==> config.mk <==
export PLATFORM = sky130hd
export DESIGN_NAME = dmem_access_unit
export DESIGN_NICKNAME = d
export VERILOG_FILES = /design/src/rtl/dmem_access_unit.sv
export SDC_FILE = /design/constraint.sdc
export NUM_CORES = 1
export LEC_CHECK = 0
export CORE_UTILIZATION = 45
export CTS_BUF_LIST = sky130_fd_sc_hd__clkbuf_16
export CTS_CLUSTER_DIAMETER = 30
export CTS_CLUSTER_SIZE = 28
export DETAILED_ROUTE_END_ITERATION = 8
export PLACE_DENSITY = 0.81
export SYNTH_ARGS = -nofsm -noshare
export SYNTH_HDL_FRONTEND = slang
export SYNTH_SLANG_ARGS = --single-unit
==> constraint.sdc <==
create_clock -name clk -period 2.1 [get_ports clk]
set_input_delay 0.21 -clock clk [delete_from_list [all_inputs] [get_ports clk]]
set_output_delay 0.21 -clock clk [all_outputs]
set_load 0.1 [all_outputs]
==> src/rtl/dmem_access_unit.sv <==
// Memory-stage load/store unit: one outstanding data-memory transaction per request,
// word-aligned address with byte mask, pipeline stall until completion, extended load result.
module dmem_access_unit #(
    parameter int ADDR_WIDTH = 32
) (
    input  logic                  clk,
    input  logic                  rst_n,
    input  logic                  req_valid,
    input  logic                  req_read,
    input  logic                  req_write,
    input  logic [2:0]            req_funct3,
    input  logic [3:0]            req_load_sel,
    input  logic [ADDR_WIDTH-1:0] req_addr,
    input  logic [31:0]           req_wdata,
    output logic                  dmem_read,
    output logic                  dmem_write,
    output logic [ADDR_WIDTH-1:0] dmem_address,
    output logic [31:0]           dmem_wdata,
    output logic [3:0]            dmem_wmask,
    input  logic [31:0]           dmem_rdata,
    input  logic                  dmem_resp,
    output logic                  stall,
    output logic                  done,
    output logic [31:0]           load_data,
    output logic                  misaligned,
    output logic [1:0]            o_dbg_state
);

    localparam logic [3:0] SEL_LB  = 4'b0101;
    localparam logic [3:0] SEL_LBU = 4'b0110;
    localparam logic [3:0] SEL_LH  = 4'b0111;
    localparam logic [3:0] SEL_LHU = 4'b1000;

    typedef enum logic [1:0] {
        S_IDLE   = 2'd0,
        S_ACCESS = 2'd1,
        S_DONE   = 2'd2
    } state_t;

    typedef enum logic [1:0] {
        SZ_BYTE = 2'd0,
        SZ_HALF = 2'd1,
        SZ_WORD = 2'd2
    } size_t;

    state_t                r_state;
    state_t                w_next_state;
    logic [ADDR_WIDTH-1:0] r_addr;
    logic [31:0]           r_wdata;
    logic [3:0]            r_wmask;
    logic [3:0]            r_load_sel;
    logic [1:0]            r_off;
    logic                  r_read;
    logic                  r_write;
    logic                  r_mis;
    logic [31:0]           r_load_data;

    logic                  w_new_req;
    size_t                 w_size;
    logic                  w_misaligned;
    logic [3:0]            w_wmask;
    logic [31:0]           w_wdata;
    logic [7:0]            w_byte;
    logic [15:0]           w_half;
    logic [31:0]           w_ext;

    assign w_new_req = req_valid & (req_read | req_write);

    // Access width comes from the load select when reading (read wins over write).
    always_comb begin
        w_size = SZ_WORD;
        if (req_read) begin
            case (req_load_sel)
                SEL_LB, SEL_LBU: w_size = SZ_BYTE;
                SEL_LH, SEL_LHU: w_size = SZ_HALF;
                default:         w_size = SZ_WORD;
            endcase
        end else begin
            case (req_funct3)
                3'b000:  w_size = SZ_BYTE;
                3'b001:  w_size = SZ_HALF;
                default: w_size = SZ_WORD;
            endcase
        end
    end

    assign w_misaligned = ((w_size == SZ_HALF) & req_addr[0]) |
                          ((w_size == SZ_WORD) & (|req_addr[1:0]));

    always_comb begin
        w_wmask = 4'b0000;
        w_wdata = 32'h0;
        if (!req_read) begin
            case (w_size)
                SZ_BYTE: begin
                    w_wmask = 4'b0001 << req_addr[1:0];
                    w_wdata = {4{req_wdata[7:0]}};
                end
                SZ_HALF: begin
                    w_wmask = 4'b0011 << {req_addr[1], 1'b0};
                    w_wdata = {2{req_wdata[15:0]}};
                end
                default: begin
                    w_wmask = 4'b1111;
                    w_wdata = req_wdata;
                end
            endcase
        end
    end

    always_comb begin
        case (r_off)
            2'd0:    w_byte = dmem_rdata[7:0];
            2'd1:    w_byte = dmem_rdata[15:8];
            2'd2:    w_byte = dmem_rdata[23:16];
            default: w_byte = dmem_rdata[31:24];
        endcase
    end

    assign w_half = r_off[1] ? dmem_rdata[31:16] : dmem_rdata[15:0];

    always_comb begin
        case (r_load_sel)
            SEL_LB:  w_ext = {{24{w_byte[7]}}, w_byte};
            SEL_LBU: w_ext = {24'h0, w_byte};
            SEL_LH:  w_ext = {{16{w_half[15]}}, w_half};
            SEL_LHU: w_ext = {16'h0, w_half};
            default: w_ext = dmem_rdata;
        endcase
    end

    always_ff @(posedge clk or negedge rst_n) begin
        if (!rst_n) begin
            r_state <= S_IDLE;
        end else begin
            r_state <= w_next_state;
        end
    end

    always_comb begin
        w_next_state = r_state;
        case (r_state)
            S_IDLE: begin
                if (w_new_req) begin
                    w_next_state = w_misaligned ? S_DONE : S_ACCESS;
                end
            end
            S_ACCESS: begin
                if (dmem_resp) begin
                    w_next_state = S_DONE;
                end
            end
            default: w_next_state = S_IDLE;
        endcase
    end

    always_comb begin
        dmem_read   = (r_state == S_ACCESS) & r_read;
        dmem_write  = (r_state == S_ACCESS) & r_write;
        stall       = ((r_state == S_IDLE) & w_new_req) | (r_state == S_ACCESS);
        done        = (r_state == S_DONE);
        misaligned  = (r_state == S_DONE) & r_mis;
        o_dbg_state = r_state;
    end

    // Transaction fields are only captured in IDLE so they stay frozen through ACCESS.
    always_ff @(posedge clk or negedge rst_n) begin
        if (!rst_n) begin
            r_addr      <= '0;
            r_wdata     <= 32'h0;
            r_wmask     <= 4'b0000;
            r_load_sel  <= 4'b0000;
            r_off       <= 2'b00;
            r_read      <= 1'b0;
            r_write     <= 1'b0;
            r_mis       <= 1'b0;
            r_load_data <= 32'h0;
        end else begin
            case (r_state)
                S_IDLE: begin
                    if (w_new_req) begin
                        if (w_misaligned) begin
                            r_mis       <= 1'b1;
                            r_load_data <= 32'h0;
                        end else begin
                            r_mis      <= 1'b0;
                            r_addr     <= {req_addr[ADDR_WIDTH-1:2], 2'b00};
                            r_wdata    <= w_wdata;
                            r_wmask    <= w_wmask;
                            r_load_sel <= req_load_sel;
                            r_off      <= req_addr[1:0];
                            r_read     <= req_read;
                            r_write    <= req_write & ~req_read;
                        end
                    end
                end
                S_ACCESS: begin
                    if (dmem_resp) begin
                        r_load_data <= r_read ? w_ext : 32'h0;
                    end
                end
                default: ;
            endcase
        end
    end

    assign dmem_address = r_addr;
    assign dmem_wdata   = r_wdata;
    assign dmem_wmask   = r_wmask;
    assign load_data    = r_load_data;

endmodule

==> flow_summary.json, run 1 <==
{
  "status": "finished, final reports clean",
  "clock-root-buffer": "clkbuf_16",
  "synthCells": 501,
  "fmax_ghz": 0.500,
  "clock-sinks": 109,
  "crit_family": "buffers and inverters",
  "drtAntennaViolNets": 0,
  "worst-slew-pin-transition_ps": 508,
  "postSynthRegisterBits": 109,
  "floorplan.die.width_um": 117,
  "start_util_pct": 46.5,
  "cp-end-kind": "register",
  "fin_worst_setup_slack_ps": 99.7,
  "critical_path.startpoint_type": "input port",
  "drt_wl_total_um": 15900,
  "grt_use_total_pct": 23.9,
  "final-max-slew-violation-count": 0,
  "routed-via-count": 4803,
  "drt_pre_antenna_iters": 5,
  "insertedDiodeCount": 0,
  "gp_routability_congestion": 0.827,
  "grt_max_degree": 52,
  "numCtsBuffers": 9,
  "grt_pass1_vias": 4763,
  "setup_violators_final": 0,
  "postCtsResizedCells": 0,
  "leakage_power_uw": 0.00401,
  "worst_hold_slack_ps": 356,
  "rsz0062_at_grt": "false",
  "crit_path_top_delay_cell": "clkdlybuf4s50_1",
  "clkSlewWorstSetupHoldPaths_ps": 70,
  "timing.final.hold_violations": 0,
  "synth_top_area_cell": "dfrtp_1",
  "synthDistinctLibCells": 49,
  "slowest_delay_ps": 470,
  "tritoncts": "done",
  "antenna_found_initial": 0,
  "final.period_utilization_pct": 95.3,
  "die_area_um2": 13600,
  "fp.coreArea_um2": 12700,
  "post-route-drc-count": 0,
  "wire_per_inst_um": 17.6,
  "cp_cell_sequence": "clkdlybuf4s50_1 > nor4b_1 > o311ai_2 > a21oi_4 > buf_12 > mux2_2",
  "synth_enable_flop_cells": 0,
  "dp_hpwl_um": 12100,
  "num_rows": 41,
  "num_io_pins": 216,
  "synth_seq_area_share_pct": 46.1,
  "synth_flop_cell": "dfrtp_1",
  "portBuffers": 213,
  "pwr_density_cell_nw_per_um2": 1560,
  "htreeDepth": 3,
  "worst-endpoint-arrival_ps": 2240,
  "period_needed_ps": 2000,
  "layout-area-overhead-vs-synth_pct": 43.9,
  "share_of_synthesized_registers_carrying_an_async_set_or_reset_pct": 100,
  "path_buf_inv": 2,
  "finish.utilization_pct": 66.9,
  "cts_buffer_depth": 2,
  "final_nets": 834,
  "timing.critical_path.fanout_max": 28,
  "cp_data_required_time_ps": 2340,
  "preCtsSetupSlack_ps": -269,
  "vertical_extent_of_the_die_um": 117,
  "drtIter0Drc": 228,
  "clk_latency_ps": 350,
  "yosysWarningCount": 0,
  "post_route_cells_drive_above_1_share_pct": 34.9,
  "worst_clock_skew_ps": 7.74,
  "grt_first_pass_wirelength_um": 24500,
  "timing.setup.critical_path_class": "input port to register",
  "syn_area_um2": 5920,
  "post-synth-top-area-fraction_pct": 46.1,
  "synth.area.top_cells": "dfrtp_1, mux2_4, mux2_2",
  "maxCapViolations": 0,
  "slew_headroom_pct": 66.1,
  "post_synth.cell_area_avg_um2": 11.8,
  "detailed_route_vias_per_instance": 5.32,
  "grt_remaining_overflow": 0,
  "worst_hold_path_type": "input port to asynchronous set/reset pin",
  "vdd.ir_drop.worst_v": 0.00130
}
cell type report:
type | count | area (µm²)
fill | 987 | 4210
multi-input combinational | 335 | 2910
sequential | 109 | 2730
timing repair buffer | 250 | 2270
clock buffer | 9 | 225
tap | 172 | 215
clock inverter | 7 | 83.8
inverter | 20 | 75.1
cells by family after synthesis:
family          synth area share, %
mux                            27.7
simple gates                   8.88
flops                          46.1
compound gates                 11.9
other cells                  0.0634
xor+xnor                      0.296
buf+inv                        5.07
synthesized netlist by cell type, types with 10 or more instances:
master / n
a21oi_1: 30
clkbuf_1: 16
dfrtp_1: 109
inv_1: 20
mux2_1: 11
mux2_2: 45
mux2_4: 34
mux2i_1: 34
nand2_1: 20
nor2_1: 25
nor2b_1: 12
nor3_1: 10
o21ai_0: 28
final timing paths:
| kind | start | to | slack [ps] | cells after the start |
|---|---|---|---|---|
| max | req_load_sel[1] | dmem_wdata[10]$_DFFE_PN0P_ | 100 | 6 |
| min | rst_n | dmem_wdata[12]$_DFFE_PN0P_ | 360 | 2 |
| min reg2reg | dmem_address[17]$_DFFE_PN0P_ | dmem_address[17]$_DFFE_PN0P_ | 500 | 1 |
| max in group asynchronous | rst_n | dmem_address[22]$_DFFE_PN0P_ | 1030 | 3 |
| min in group clk | req_addr[25] | dmem_address[25]$_DFFE_PN0P_ | 450 | 2 |
| max reg2reg | r_load_sel[1]$_DFFE_PN0P_ | load_data[12]$_DFFE_PN0P_ | 180 | 5 |
sequential cells by signal, indices dropped and copies added (netlist names):
name and count:
load_data 32, r_read 1, r_mis 1, dmem_wmask 4, r_write 1, r_off 2, dmem_address 30, r_load_sel 4
dmem_wdata 32, o_dbg_state 2
power breakdown:
group	leakage [µW]	internal, µW	switching, µW
logic	0.00246	2290	5980
registers	0.00139	2760	461
clock network	0.000159	1030	747
total	0.00401	6080	7190
layer usage:
layer / routed length [µm] / part of all wire (%) / vias up / global-route usage (%)
met5: 0 / 0 / - / 0
met4: 544 / 3.4 / 0 / 12.5
met3: 918 / 5.8 / 35 / 4.15
met2: 7550 / 47 / 202 / 38.6
met1: 6900 / 43 / 2314 / 30.8
li1: - / - / 2252 / -
repair_timing:
| item | CTS | global route |
|---|---|---|
| setup buffers | 0 | 0 |
| hold buffers | 1 | 0 |
| hold endpoints to repair | 32 | 0 |
per-stage QoR:
stage                     cells  setup TNS, ps  total power [µW]  area, µm²
final                       902              0             13300       8510
after global routing        902              0             13800       8510
after CTS                   902              0             13300       8510
after detailed placement    885         -22240             11500       8200
after global placement      885         -16300             11400       8200
after floorplan             502          -24.2              9560       5940
layout by cell type, fill, tap and decap left out, types with 4 or more instances in the layout:
| cell | instances |
|---|---|
| buf_4 | 132 |
| a21o_1 | 8 |
| o2bb2ai_1 | 6 |
| nor3_1 | 10 |
| nor2_1 | 24 |
| a21oi_1 | 30 |
| mux2_1 | 11 |
| mux4_2 | 7 |
| nand2_1 | 20 |
| nand2b_1 | 4 |
| o21ai_0 | 28 |
| buf_12 | 10 |
| inv_1 | 23 |
| nand3b_1 | 9 |
| mux2_4 | 34 |
| nor2b_1 | 11 |
| o221ai_1 | 9 |
| a221oi_1 | 4 |
| dfrtp_1 | 107 |
| and3_1 | 4 |
| clkdlybuf4s50_1 | 107 |
| clkbuf_16 | 9 |
| mux2i_1 | 34 |
| mux2_2 | 45 |
No activity file was read; power rests on OpenSTA's default activity.
==> run 2, diff against run 1 <==
- RECOVER_POWER: not set -> 25
==> flow_summary.json, run 2 (synthesis results as in run 1) <==
{
  "leakage_power_uw": 0.00401,
  "htreeDepth": 3,
  "post_route_cells_drive_above_1_share_pct": 34.9,
  "maxCapViolations": 0,
  "worst_hold_slack_ps": 454,
  "gp_routability_congestion": 0.827,
  "layout_commonest_cell": "buf_4",
  "slowest_delay_ps": 470,
  "vertical_extent_of_the_die_um": 117,
  "grt_remaining_overflow": 0,
  "clock-sinks": 109,
  "timing.critical_path.fanout_max": 28,
  "final_nets": 834,
  "timing.setup.critical_path_class": "input port to register",
  "grt_use_total_pct": 23.9,
  "p_comb_share_pct": 62.3,
  "cp_data_required_time_ps": 2330,
  "rsz0062_at_grt": "false",
  "worst-slew-pin-transition_ps": 902,
  "clk_latency_ps": 350,
  "dp_hpwl_um": 12100,
  "layout-area-overhead-vs-synth_pct": 43.8,
  "cp_cell_sequence": "clkdlybuf4s50_1 > nor4b_1 > o311ai_2 > a21oi_4 > buf_12 > mux2_2",
  "clkSlewWorstSetupHoldPaths_ps": 70,
  "final-max-slew-violation-count": 0,
  "tritoncts": "done",
  "post-route-drc-count": 0,
  "die_area_um2": 13600,
  "net-switching-power_uw": 7190,
  "setup_violators_final": 0,
  "setup-tns-final_ps": 0,
  "internal_power_uw": 6080,
  "worst-endpoint-arrival_ps": 2240,
  "finish.instance_area_um2": 8510,
  "numCtsBuffers": 9,
  "crit_path_top_delay_cell": "clkdlybuf4s50_1",
  "critical_path.startpoint_type": "input port",
  "n_fill_cell": 987,
  "fin_worst_setup_slack_ps": 99.6,
  "start_util_pct": 46.5,
  "num_io_pins": 216,
  "fmax_ghz": 0.500,
  "power.share.switching_pct": 54.2,
  "cts_buffer_depth": 2,
  "clock-root-buffer": "clkbuf_16",
  "grt_pass1_vias": 4763,
  "seq_power_share_pct": 24.3,
  "fp.coreArea_um2": 12700,
  "postCtsSetupRepairBufs": 0,
  "timing.final.hold_violations": 0,
  "insertedDiodeCount": 0,
  "most-common-layout-cells": "buf_4, dfrtp_1, clkdlybuf4s50_1, mux2_2",
  "detailed_route_vias_per_instance": 5.34,
  "routed-via-count": 4814,
  "power.total_uw": 13300,
  "floorplan.die.width_um": 117,
  "antenna_found_initial": 0,
  "drt_wl_total_um": 15900,
  "vdd.ir_drop.worst_v": 0.00130,
  "period_needed_ps": 2000,
  "grt_first_pass_wirelength_um": 24500,
  "pwr_density_cell_nw_per_um2": 1560,
  "detailed_place.area_um2": 8200,
  "cp-end-kind": "register",
  "grt_max_degree": 52,
  "worst_hold_path_type": "input port to register",
  "wire_per_inst_um": 17.6,
  "final.period_utilization_pct": 95.3,
  "status": "finished, final reports clean",
  "drt_pre_antenna_iters": 5,
  "pwr-share-clk_pct": 13.4,
  "worst_clock_skew_ps": 7.51,
  "portBuffers": 213,
  "num_rows": 41,
  "drtIter0Drc": 228,
  "slew_headroom_pct": 39.9,
  "drtAntennaViolNets": 0,
  "preCtsSetupSlack_ps": -269
}
==> run 2: changes by cell type in the layout (fill, tap and decap cells not counted), sizes merged <==
cell    delta
buf        -1
clkbuf     +1
==> run 2: through the flow <==
stage | util [%] | instances
2_1_floorplan | - | 502
3_3_place_gp | 64.4 | 885
3_5_place_dp | 64.4 | 885
4_1_cts | 66.9 | 902
5_1_grt | 66.9 | 902
6_report | 66.9 | 902
==> run 2: what timing repair did <==
action	4_1_cts	5_1_grt
endpoints found under the hold margin	32	0
endpoints found under the setup margin	0	0
resized for setup	0	0
hold buffers	1	0
==> run 2: worst paths after layout <==
path / startpoint / end / slack (ps) / cells past startpoint
worst min register to register: dmem_address[17]$_DFFE_PN0P_ / dmem_address[17]$_DFFE_PN0P_ / 500 / 1
max in group asynchronous: rst_n / dmem_address[22]$_DFFE_PN0P_ / 700 / 3
worst max-delay path: req_load_sel[1] / dmem_wdata[10]$_DFFE_PN0P_ / 100 / 6
min in group asynchronous: rst_n / dmem_wdata[12]$_DFFE_PN0P_ / 530 / 2
worst max register to register: r_load_sel[1]$_DFFE_PN0P_ / load_data[12]$_DFFE_PN0P_ / 180 / 5
worst min-delay path: req_addr[25] / dmem_address[25]$_DFFE_PN0P_ / 450 / 2
==> run 2: power groups by stage <==
stage | sequential [µW] | combinational, µW | clock, µW
final | 3220 | 8270 | 1780
after CTS | 3230 | 8290 | 1830
after detailed placement | 3240 | 8280 | 0
after floorplan | 7480 | 2080 | 0
after global routing | 3300 | 8560 | 1910
after global placement | 3230 | 8180 | 0
==> run 2: area by class of cell <==
class	count	area (µm²)	share of cell area, %
clock buffer	9	225	2.65
multi-input combinational	335	2910	34.2
timing repair buffer	250	2270	26.7
sequential	109	2730	32.1
tap	172	215	2.53
clock inverter	7	83.8	0.985
inverter	20	75.1	0.882
==> run 2: routing by layer <==
metal | vias up | wire [µm] | GRT usage (%) | share of wire, %
met4 | 0 | 554 | 12.5 | 3.5
met2 | 209 | 7540 | 38.6 | 47
met3 | 37 | 960 | 4.15 | 6.0
met1 | 2316 | 6850 | 30.8 | 43
li1 | 2252 | - | - | -
met5 | - | 0 | 0 | 0
==> run 2: critical path, delay by kind of cell <==
family                 cells  cell delay (ps)
AO/OA/AOI/OAI              2              530
buffers and inverters      2              720
multiplexers               1              360
AND/OR/NAND/NOR            1              400
==> run 3, diff against run 2 <==
- CTS_CLUSTER_DIAMETER: 30 -> 200
- PLACE_DENSITY: 0.81 -> 0.88
- SKIP_LAST_GASP: not set -> 1
==> flow_summary.json, run 3 (synthesis results as in run 1) <==
{
  "status": "finished, final reports clean",
  "worstSetupEndpoint": "dmem_wdata[4]$_DFFE_PN0P_",
  "maxCapViolations": 0,
  "post_route_cells_drive_above_1_share_pct": 32.7,
  "gp_routability_congestion": 0.867,
  "n_fill_cell": 1009,
  "worst-r2r-cell-count": 5,
  "clk_latency_ps": 350,
  "timing.setup.critical_path_class": "input port to register",
  "grt_util_met3_pct": 4.98,
  "timing.critical_path.fanout_max": 36,
  "start_util_pct": 46.5,
  "critical_path.startpoint_type": "input port",
  "power.total_uw": 13100,
  "htreeDepth": 3,
  "fin_worst_setup_slack_ps": 87.4,
  "worst-slew-pin-transition_ps": 1340,
  "grt_use_total_pct": 24.0,
  "slew_headroom_pct": 10.7,
  "cp_data_required_time_ps": 2330,
  "leakage_power_uw": 0.00392,
  "timing.final.hold_violations": 0,
  "clock-sinks": 109,
  "numCtsBuffers": 9,
  "dp_hpwl_um": 12300,
  "fmax_ghz": 0.497,
  "cts_buffer_depth": 2,
  "fp.coreArea_um2": 12700,
  "layout_commonest_cell": "buf_4",
  "period_needed_ps": 2010,
  "detailed_route_vias_per_instance": 5.46,
  "finish.utilization_pct": 66.1,
  "rsz0062_at_grt": "false",
  "die_area_um2": 13600,
  "vdd.ir_drop.worst_v": 0.00115,
  "clock-root-buffer": "clkbuf_16",
  "final-max-slew-violation-count": 0,
  "most-common-layout-cells": "buf_4, dfrtp_1, clkdlybuf4s50_1, mux2_2",
  "preCtsSetupSlack_ps": -332,
  "insertedDiodeCount": 0,
  "layout-area-overhead-vs-synth_pct": 42.1,
  "detailed_place.area_um2": 8180,
  "grt_first_pass_wirelength_um": 24800,
  "globalRouteMet1Util_pct": 29.8,
  "cp-end-kind": "register",
  "setup_violators_final": 0,
  "worst_clock_skew_ps": 7.47,
  "clkSlewWorstSetupHoldPaths_ps": 70,
  "final.period_utilization_pct": 95.8,
  "critPathLaunch": "req_load_sel[1]",
  "drtAntennaViolNets": 0,
  "num_io_pins": 216,
  "drt_pre_antenna_iters": 5,
  "grt_max_degree": 52,
  "floorplan.die.width_um": 117,
  "reg2reg_setup_slack_ps": 130,
  "vertical_extent_of_the_die_um": 117,
  "wire_per_inst_um": 18.1,
  "drtIter0Drc": 341,
  "globalRouteMet2Util_pct": 40.2,
  "finish.instance_area_um2": 8410,
  "worst-endpoint-arrival_ps": 2250,
  "gr-max-usage-layer": "met2",
  "post-route-drc-count": 0,
  "tritoncts": "done",
  "grt_pass1_vias": 4896,
  "r2r-start": "r_load_sel[0]$_DFFE_PN0P_",
  "routed-via-count": 4917,
  "num_rows": 41,
  "postCtsSetupRepairBufs": 0,
  "worst_hold_path_type": "input port to register",
  "grt_remaining_overflow": 0,
  "crit-reg2reg-capture": "load_data[13]$_DFFE_PN0P_",
  "drt_wl_total_um": 16300,
  "portBuffers": 213,
  "pwr_density_cell_nw_per_um2": 1560,
  "final_nets": 834,
  "antenna_found_initial": 0
}
run 3: worst min path at each step:
| stage | cells past startpoint | startpoint | to | slack, ps |
|---|---|---|---|---|
| after detailed placement | 1 | rst_n | load_data[6]$_DFFE_PN0P_ | 300 |
| after CTS | 2 | req_addr[17] | dmem_address[17]$_DFFE_PN0P_ | 470 |
| final | 2 | req_addr[17] | dmem_address[17]$_DFFE_PN0P_ | 470 |
| after global placement | 1 | rst_n | dmem_wdata[24]$_DFFE_PN0P_ | 290 |
| after floorplan | 0 | rst_n | dmem_address[10]$_DFFE_PN0P_ | -90 |
| after global routing | 2 | req_addr[24] | dmem_address[24]$_DFFE_PN0P_ | 470 |
run 3: area by class of cell:
| cell class | instances | area (µm²) | area share, % |
|---|---|---|---|
| clock buffers | 9 | 225 | 2.68 |
| clock inverters | 5 | 48.8 | 0.580 |
| repair buffers | 250 | 2190 | 26.0 |
| well taps | 172 | 215 | 2.56 |
| flip-flops and latches | 109 | 2730 | 32.5 |
| inverters | 20 | 75.1 | 0.893 |
| multi-input cells | 335 | 2930 | 34.8 |
run 3: metrics by stage:
step	std cells	TNS [ps]	hold WS, ps
floorplan	502	-24.2	-85.6
global placement	885	-13940	290
detailed placement	885	-24470	297
CTS	900	0	465
global route	900	0	473
finish	900	0	470
run 3: critical path, cell delays in order:
cell	delay, ps
clkdlybuf4s50_1	470
nor4b_1	430
o311ai_2	230
a21oi_4	250
buf_12	270
mux2_2	370
run 3: timing repair:
item                       in CTS  in global routing
setup endpoints to repair      16                  2
hold buffers                    1                  0
hold endpoints to repair       48                  0
gates resized for setup         1                  1
gates cloned                    0                  0
run 3: report_power, final:
part | switching [µW] | total (µW) | leakage (µW) | internal, µW
logic | 5990 | 8190 | 0.00239 | 2200
registers | 498 | 3260 | 0.00139 | 2760
clock network | 729 | 1630 | 0.000141 | 899
run 3: routing by layer:
| layer | wire length, µm | up-vias | share of wire [%] |
|---|---|---|---|
| met4 | 522 | 0 | 3.2 |
| met5 | 0 | - | 0 |
| met3 | 1270 | 42 | 7.8 |
| li1 | - | 2246 | - |
| met2 | 7850 | 262 | 48 |
| met1 | 6610 | 2367 | 41 |
